**config.mk**
```make
export PLATFORM = sky130hd
export DESIGN_NAME = imem_loader_flat
export DESIGN_NICKNAME = d
export VERILOG_FILES = /design/src/rtl/imem_loader_if.sv /design/src/rtl/imem_loader.sv /design/src/flat_wrapper.sv
export SDC_FILE = /design/constraint.sdc
export NUM_CORES = 1
export LEC_CHECK = 0
export BUFFER_PORTS_ARGS = -buffer_cell sky130_fd_sc_hd__clkbuf_2
export CAP_MARGIN = 15
export CORE_MARGIN = 10
export CORE_UTILIZATION = 30
export CTS_CLUSTER_DIAMETER = 60
export DETAILED_ROUTE_END_ITERATION = 8
export SETUP_SLACK_MARGIN = 0.2
export SLEW_MARGIN = 20
export SYNTH_ARGS = -nofsm -noshare
export SYNTH_HDL_FRONTEND = slang
export SYNTH_SLANG_ARGS = --single-unit
```
**constraint.sdc**
```tcl
create_clock -name clk -period 2.3 [get_ports clk]
set_input_delay 0.115 -clock clk [delete_from_list [all_inputs] [get_ports clk]]
set_output_delay 0.115 -clock clk [all_outputs]
set_load 0.05 [all_outputs]
```
**src/rtl/imem_loader_if.sv**
```systemverilog
// imem_loader_if: byte-stream valid/ready handshake from the boot/debug source into imem_loader.
interface imem_loader_if;
    logic       in_valid;
    logic [7:0] in_data;
    logic       in_ready;
    modport master(output in_valid, in_data, input in_ready);
    modport slave(input in_valid, in_data, output in_ready);
endinterface

```
**src/rtl/imem_loader.sv**
```systemverilog
// imem_loader: packs a byte stream (high byte first) into words written sequentially into imem from address 0.
// Define IMEM_LOADER_CHECKSUM_EN to require a trailing XOR checksum byte that sets err on mismatch.
module imem_loader #(
    parameter int N = 16,
    parameter int R = 5
) (
    input  logic         clk,
    input  logic         rst_n,
    input  logic         start,
    input  logic [R:0]   len,
    imem_loader_if.slave src,
    output logic         imem_we,
    output logic [R-1:0] imem_addr,
    output logic [N-1:0] imem_wdata,
    output logic         busy,
    output logic         done,
    output logic [R:0]   words_loaded,
    output logic         err
);
    typedef enum logic [2:0] {
        IDLE, GET_HI, GET_LO, WRITE, DONE
`ifdef IMEM_LOADER_CHECKSUM_EN
        , CHK
`endif
    } state_t;
`ifdef IMEM_LOADER_CHECKSUM_EN
    localparam state_t LAST = CHK;
`else
    localparam state_t LAST = DONE;
`endif
    localparam logic [R:0] DEPTH = (R+1)'(2 ** R);
    state_t     state, state_d;
    logic [R:0] len_eff;
    logic [7:0] hi;
    logic       acc, go, last;
    logic [R:0] len_clamp;
    assign acc = src.in_valid && src.in_ready;
    assign go = start && (state == IDLE || state == DONE);
    assign len_clamp = len > DEPTH ? DEPTH : len;
    assign last = words_loaded + (R+1)'(1) == len_eff;
`ifdef IMEM_LOADER_CHECKSUM_EN
    assign src.in_ready = state == GET_HI || state == GET_LO || state == CHK;
`else
    assign src.in_ready = state == GET_HI || state == GET_LO;
`endif
    assign imem_we = state == WRITE;
    assign busy = !(state == IDLE || state == DONE);
    assign done = state == DONE;
    always_comb begin
        state_d = state;
        case (state)
            IDLE, DONE: if (go) state_d = len_clamp == '0 ? DONE : GET_HI;
            GET_HI:     if (acc) state_d = GET_LO;
            GET_LO:     if (acc) state_d = WRITE;
            WRITE:      state_d = last ? LAST : GET_HI;
`ifdef IMEM_LOADER_CHECKSUM_EN
            CHK:        if (acc) state_d = DONE;
`endif
            default:    state_d = IDLE;
        endcase
    end
    // words_loaded doubles as the next write address; imem_addr/wdata latch only when a word completes
    always_ff @(posedge clk or negedge rst_n) begin
        if (!rst_n) begin
            state        <= IDLE;
            len_eff      <= '0;
            hi           <= '0;
            words_loaded <= '0;
            imem_addr    <= '0;
            imem_wdata   <= '0;
        end else begin
            state <= state_d;
            if (go) begin
                len_eff      <= len_clamp;
                words_loaded <= '0;
            end
            if (acc && state == GET_HI) hi <= src.in_data;
            if (acc && state == GET_LO) begin
                imem_wdata <= {hi, src.in_data};
                imem_addr  <= words_loaded[R-1:0];
            end
            if (state == WRITE) words_loaded <= words_loaded + (R+1)'(1);
        end
    end
`ifdef IMEM_LOADER_CHECKSUM_EN
    logic [7:0] csum;
    always_ff @(posedge clk or negedge rst_n) begin
        if (!rst_n) begin
            csum <= '0;
            err  <= 1'b0;
        end else if (go) begin
            csum <= '0;
            err  <= 1'b0;
        end else if (acc && state == CHK) begin
            err <= src.in_data != csum;
        end else if (acc) begin
            csum <= csum ^ src.in_data;
        end
    end
`else
    assign err = 1'b0;
`endif
endmodule
```
**src/flat_wrapper.sv**
```systemverilog
// flat-port wrapper written by rule: the top's interface ports become plain ports
module imem_loader_flat 
#(
    parameter int N = 16,
    parameter int R = 5
)
  (clk, rst_n, start, len, imem_we, imem_addr, imem_wdata, busy, done, words_loaded, err, src_in_valid, src_in_data, src_in_ready);
  imem_loader_if src_i ();
  input  logic clk;
  input  logic rst_n;
  input  logic start;
  input  logic [R:0] len;
  output logic imem_we;
  output logic [R-1:0] imem_addr;
  output logic [N-1:0] imem_wdata;
  output logic busy;
  output logic done;
  output logic [R:0] words_loaded;
  output logic err;
  input wire logic [$bits(src_i.in_valid)-1:0] src_in_valid;
  input wire logic [$bits(src_i.in_data)-1:0] src_in_data;
  output wire logic [$bits(src_i.in_ready)-1:0] src_in_ready;
  assign src_i.in_valid = src_in_valid;
  assign src_i.in_data = src_in_data;
  assign src_in_ready = src_i.in_ready;
  imem_loader #(.N(N), .R(R)) u_core (.clk(clk), .rst_n(rst_n), .start(start), .len(len), .src(src_i), .imem_we(imem_we), .imem_addr(imem_addr), .imem_wdata(imem_wdata), .busy(busy), .done(done), .words_loaded(words_loaded), .err(err));
endmodule
```
Yosys cells after proc, flatten, opt, wreduce, memory -nomap -nowiden
Cells that the tools add are included.
{ "word_totals": {"wordCells": 37, "out_inout_bits": 32, "regBits": 44, "input_bits": 18} }
{ "classes": {"magnitude_cmp": 1, "n_reduce_logical": 12, "addsub": 1, "eq_ne": 8, "muxes": 9} }
{ "op_table": {"columns": ["cell", "count"], "rows": [
  ["6-bit two-way mux", 3],
  ["3-bit two-way mux", 5],
  ["3-bit one-hot mux with 4 select lines", 1],
  ["6-bit by 1-bit adder with 6-bit output (second input constant)", 1],
  ["3-bit by 2-bit == test with 1-bit output (second input constant)", 2],
  ["6-bit == test", 1],
  ["6-bit greater-than comparator (second input constant)", 1],
  ["6-bit logical NOT", 1],
  ["2-bit by 1-bit inequality test with 1-bit output (second input constant)", 3],
  ["1-bit logical AND", 4],
  ["3-bit by 1-bit == test with 1-bit output (second input constant)", 1],
  ["3-bit == test (second input constant)", 1],
  ["3-bit logical NOT", 1],
  ["3-bit AND reduction", 1],
  ["1-bit logical OR", 2],
  ["2-bit nonzero test", 1],
  ["2-bit OR reduction", 1],
  ["1-bit logical NOT", 1]
]} }

Depth between registers and ports, before layout
{ "logic_depth": {"depth_word": 6, "mapped_depth": 5, "mapped_depth_nobuf": 5} }

Worst setup path before layout
OpenSTA, ideal clock, no wires.
{ "synth_timing": {"path_type": "register to register", "start": "reg u_core.words_loaded[0]", "end": "reg u_core.state[0]", "path_slack_ps": 235, "t_required_ps": 2171, "stages_incl_launch_ff": 6, "t_arrival_ps": 1935, "period_less_slack_ps": 2065, "cell_sequence": "dfrtp_1 -> ha_1 -> xor2_1 -> a311oi_1 -> nand3_1 -> o41a_1"} }
{ "synth_via": {"elab_chain_len": 4} }
{ "synth_lines": {"columns": ["element", "line_no", "rtl"], "rows": [
  ["start, declared", "imem_loader.sv:17", "output logic [R:0] words_loaded,"],
  ["start signal, assigned", "imem_loader.sv:82", "if (state == WRITE) words_loaded <= words_loaded + (R+1)'(1);"],
  ["6-bit by 1-bit adder with 6-bit output", "imem_loader.sv:40", "assign last = words_loaded + (R+1)'(1) == len_eff;"],
  ["6-bit == test", "imem_loader.sv:40", null],
  ["3-bit two-way mux", "imem_loader.sv:55", "WRITE: state_d = last ? LAST : GET_HI;"],
  ["3-bit one-hot mux with 4 select lines", "imem_loader.sv:51", "case (state)"],
  ["end signal, assigned", "imem_loader.sv:72", "state <= state_d;"],
  ["end, declared", "imem_loader.sv:32", "state_t state, state_d;"]
]} }
No other way between the ends.
A chain may end at the register's enable or synchronous reset.

Final worst setup path
Same ends and word-level chain as after synthesis.

==> out/metrics.cfg <==
[worst_hold_path]
min_path_type = in -> reg
hold_start = len[1]
hold_path_end = u_core.len_eff[1]
min_path_cells = 3

[timing]
timing.hold.ws_ps = 58.0
post-route-min-period_ps = 1960
rsz0062_at_grt = no
finalMaxSlewViolations = 0
setup_viol = 0
clock_skew_ps = 5.56
max_freq_mhz = 509
fin_crit_sh = 0.854
hold_violations = 0
tns_ps = 0

[floorplanning]
die_y_um = 101
dieArea_um2 = 10200
die-width_um = 101
core_area_um2 = 6350
start_util = 0.309
rows = 29
ios = 50

[yosys]
synth_edf_count = 0
ys_warn_count = 0
syn_nets = 177
ys_async_sr_fraction = 1.00
yosys.cell_types.count = 37
yosysTopAreaCellShare = 0.561
netlist_instances = 158
syn_area_um2 = 1960
yosys_register_bits = 44
seq_area_frac_synth = 0.561
syn_avg_cell_area_um2 = 12.4
synth_area_leaders = dfrtp_1, mux2_2, o21ai_0
yosys.area.top_type = dfrtp_1
ys.flop_type = dfrtp_1

[drt]
firstDrtPassIters = 4
via_per_inst = 4.83
wirelength_mm = 4.40
vias = 1392
drt-initial-drc-count = 82
drcViolationCount = 0
drt.antenna.violating_nets = 0
detail_route.wl_per_cell_um = 15.3

[critical_path]
critPathKind = reg -> reg
crit_arrival_ps = 2140
crit_fanout = 8
reg2reg_from = u_core.words_loaded[0]
worstReg2RegEnd = u_core.state[0]
cp-end-kind = flop
cp.required_ps = 2480
ff2ff_setup_slack_ps = 340
cp_cell_sequence = ha_1 -> and3_1 -> a311oi_1 -> nand3_1 -> o41a_1
r2r_cells = 5
max_stage_delay_ps = 460
slowest_stage = dfrtp_1
start_kind = flop

[power]
vdd_drop_max_mv = 0.629
leakage_uw = 0.00113
power_density_nw_per_um2 = 1520

[outcome]
status = finished clean

[placed_design]
port_buffers = 48
numPlacedInstances = 279
hpwl_mm = 3.36
place_congestion = 0.795
placed_cell_area_um2 = 2290

[cells_and_area]
antenna_cells = 0
fin_area_um2 = 2410
fillers = 636
final_common_cell = clkbuf_2
final_cells = 288
mostFrequentLayoutCells = clkbuf_2, dfrtp_1, mux2_2
drive_above_1_share = 0.436
final_core_util = 0.380
syn_to_final_growth_pct = 22.7
num-nets-final = 229

[global_routing]
grt_pass1_wl_mm = 7.31
grt_pass1_vias = 1391
antenna_found_initial = 0
grt_start_max_net_pins = 25
grt.overflow.total = 0
grt.total_usage = 0.0894

[cts]
cts_made_buffers = 5
htreeDepth = 2
cts.repair.resized = 0
path_clk_slew_ps = 80
cts.sinks = 44
cts_root_buf = clkbuf_8
clockBufferDepth = 2
tritoncts = built
clock_latency_ps = 300

[run]
cap_violations = 0

## how the worst max path moves through the flow
stage | startpoint | end
3_5_place_dp | u_core.words_loaded[0] | u_core.state[0]
6_report | u_core.words_loaded[0] | u_core.state[0]
4_1_cts | u_core.words_loaded[0] | u_core.state[0]
2_1_floorplan | u_core.words_loaded[0] | u_core.state[0]
3_3_place_gp | u_core.words_loaded[0] | u_core.state[0]
5_1_grt | u_core.words_loaded[0] | u_core.state[0]
## through the flow
| stage | total power (uW) | worst slack [ps] |
|---|---|---|
| 3_3_place_gp | 3090 | 429 |
| 6_report | 3660 | 335 |
| 4_1_cts | 3710 | 335 |
| 5_1_grt | 3890 | 203 |
| 2_1_floorplan | 2680 | 235 |
| 3_5_place_dp | 3130 | 364 |
## timing repair
item / in CTS / in global routing
endpoints found under the hold margin: 44 / 0
buffers inserted: 0 / 0
hold buffers: 1 / 0
endpoints found under the setup margin: 0 / 0
## registers in the layout, summed over array words and instances (netlist names)
| name | count |
|---|---|
| u_core.hi | 8 |
| u_core.imem_addr | 5 |
| u_core.imem_wdata | 16 |
| u_core.len_eff | 6 |
| u_core.state | 3 |
| u_core.words_loaded | 6 |
## synth_stat cells (2+ instances only)
cell / count
and2_1: 2
buf_2: 3
and3_1: 2
nand3_1: 3
inv_1: 2
a21oi_1: 2
nand3b_1: 3
a31oi_1: 2
nand2b_1: 7
xnor2_1: 5
o21ai_0: 11
mux2i_1: 2
o31ai_1: 2
nand2_1: 8
clkbuf_1: 3
dfrtp_1: 44
mux2_2: 30
xor2_1: 3
nor2_1: 6
## cells by family (layout without fill, tap and decap cells)
kind of cell,count (synthesis),in the layout,synth area share
AOI/OAI and AO/OA,26,26,0.0879
xor gates and xnor gates,8,8,0.0357
adders and majority gates,1,1,0.00637
buffers and inverters,9,62,0.0210
DFF,44,44,0.561
muxes,32,32,0.182
other,1,1,0.00191
and+or+nand+nor,37,37,0.104
## power breakdown
group / switching, uW / internal [uW]
Sequential: 206 / 1090
Clock: 258 / 322
Combinational: 1210 / 570
## layer usage
layer,up-vias,GRT usage,routed length [um]
met5,-,0,0
met4,0,0.0354,67
met3,6,0.0274,210
met2,37,0.142,2160
met1,687,0.111,1970
li1,662,-,-
## final cells by class
| class | instances | area, um2 | area share |
|---|---|---|---|
| tap | 77 | 96.3 | 0.0400 |
| clock buffer | 6 | 72.6 | 0.0301 |
| clock inverter | 2 | 35.0 | 0.0145 |
| sequential | 44 | 1100 | 0.457 |
| multi-input combinational | 105 | 825 | 0.342 |
| timing repair buffer | 52 | 273 | 0.113 |
| inverter | 2 | 7.51 | 0.00312 |
## worst max-delay path, delay by kind of cell, from the launching register on
family	cells	cell delay, ps
compound gates	2	700
fa+ha+maj	1	300
flops	1	460
simple gates	2	390
Power figures use the tool's default switching activity.
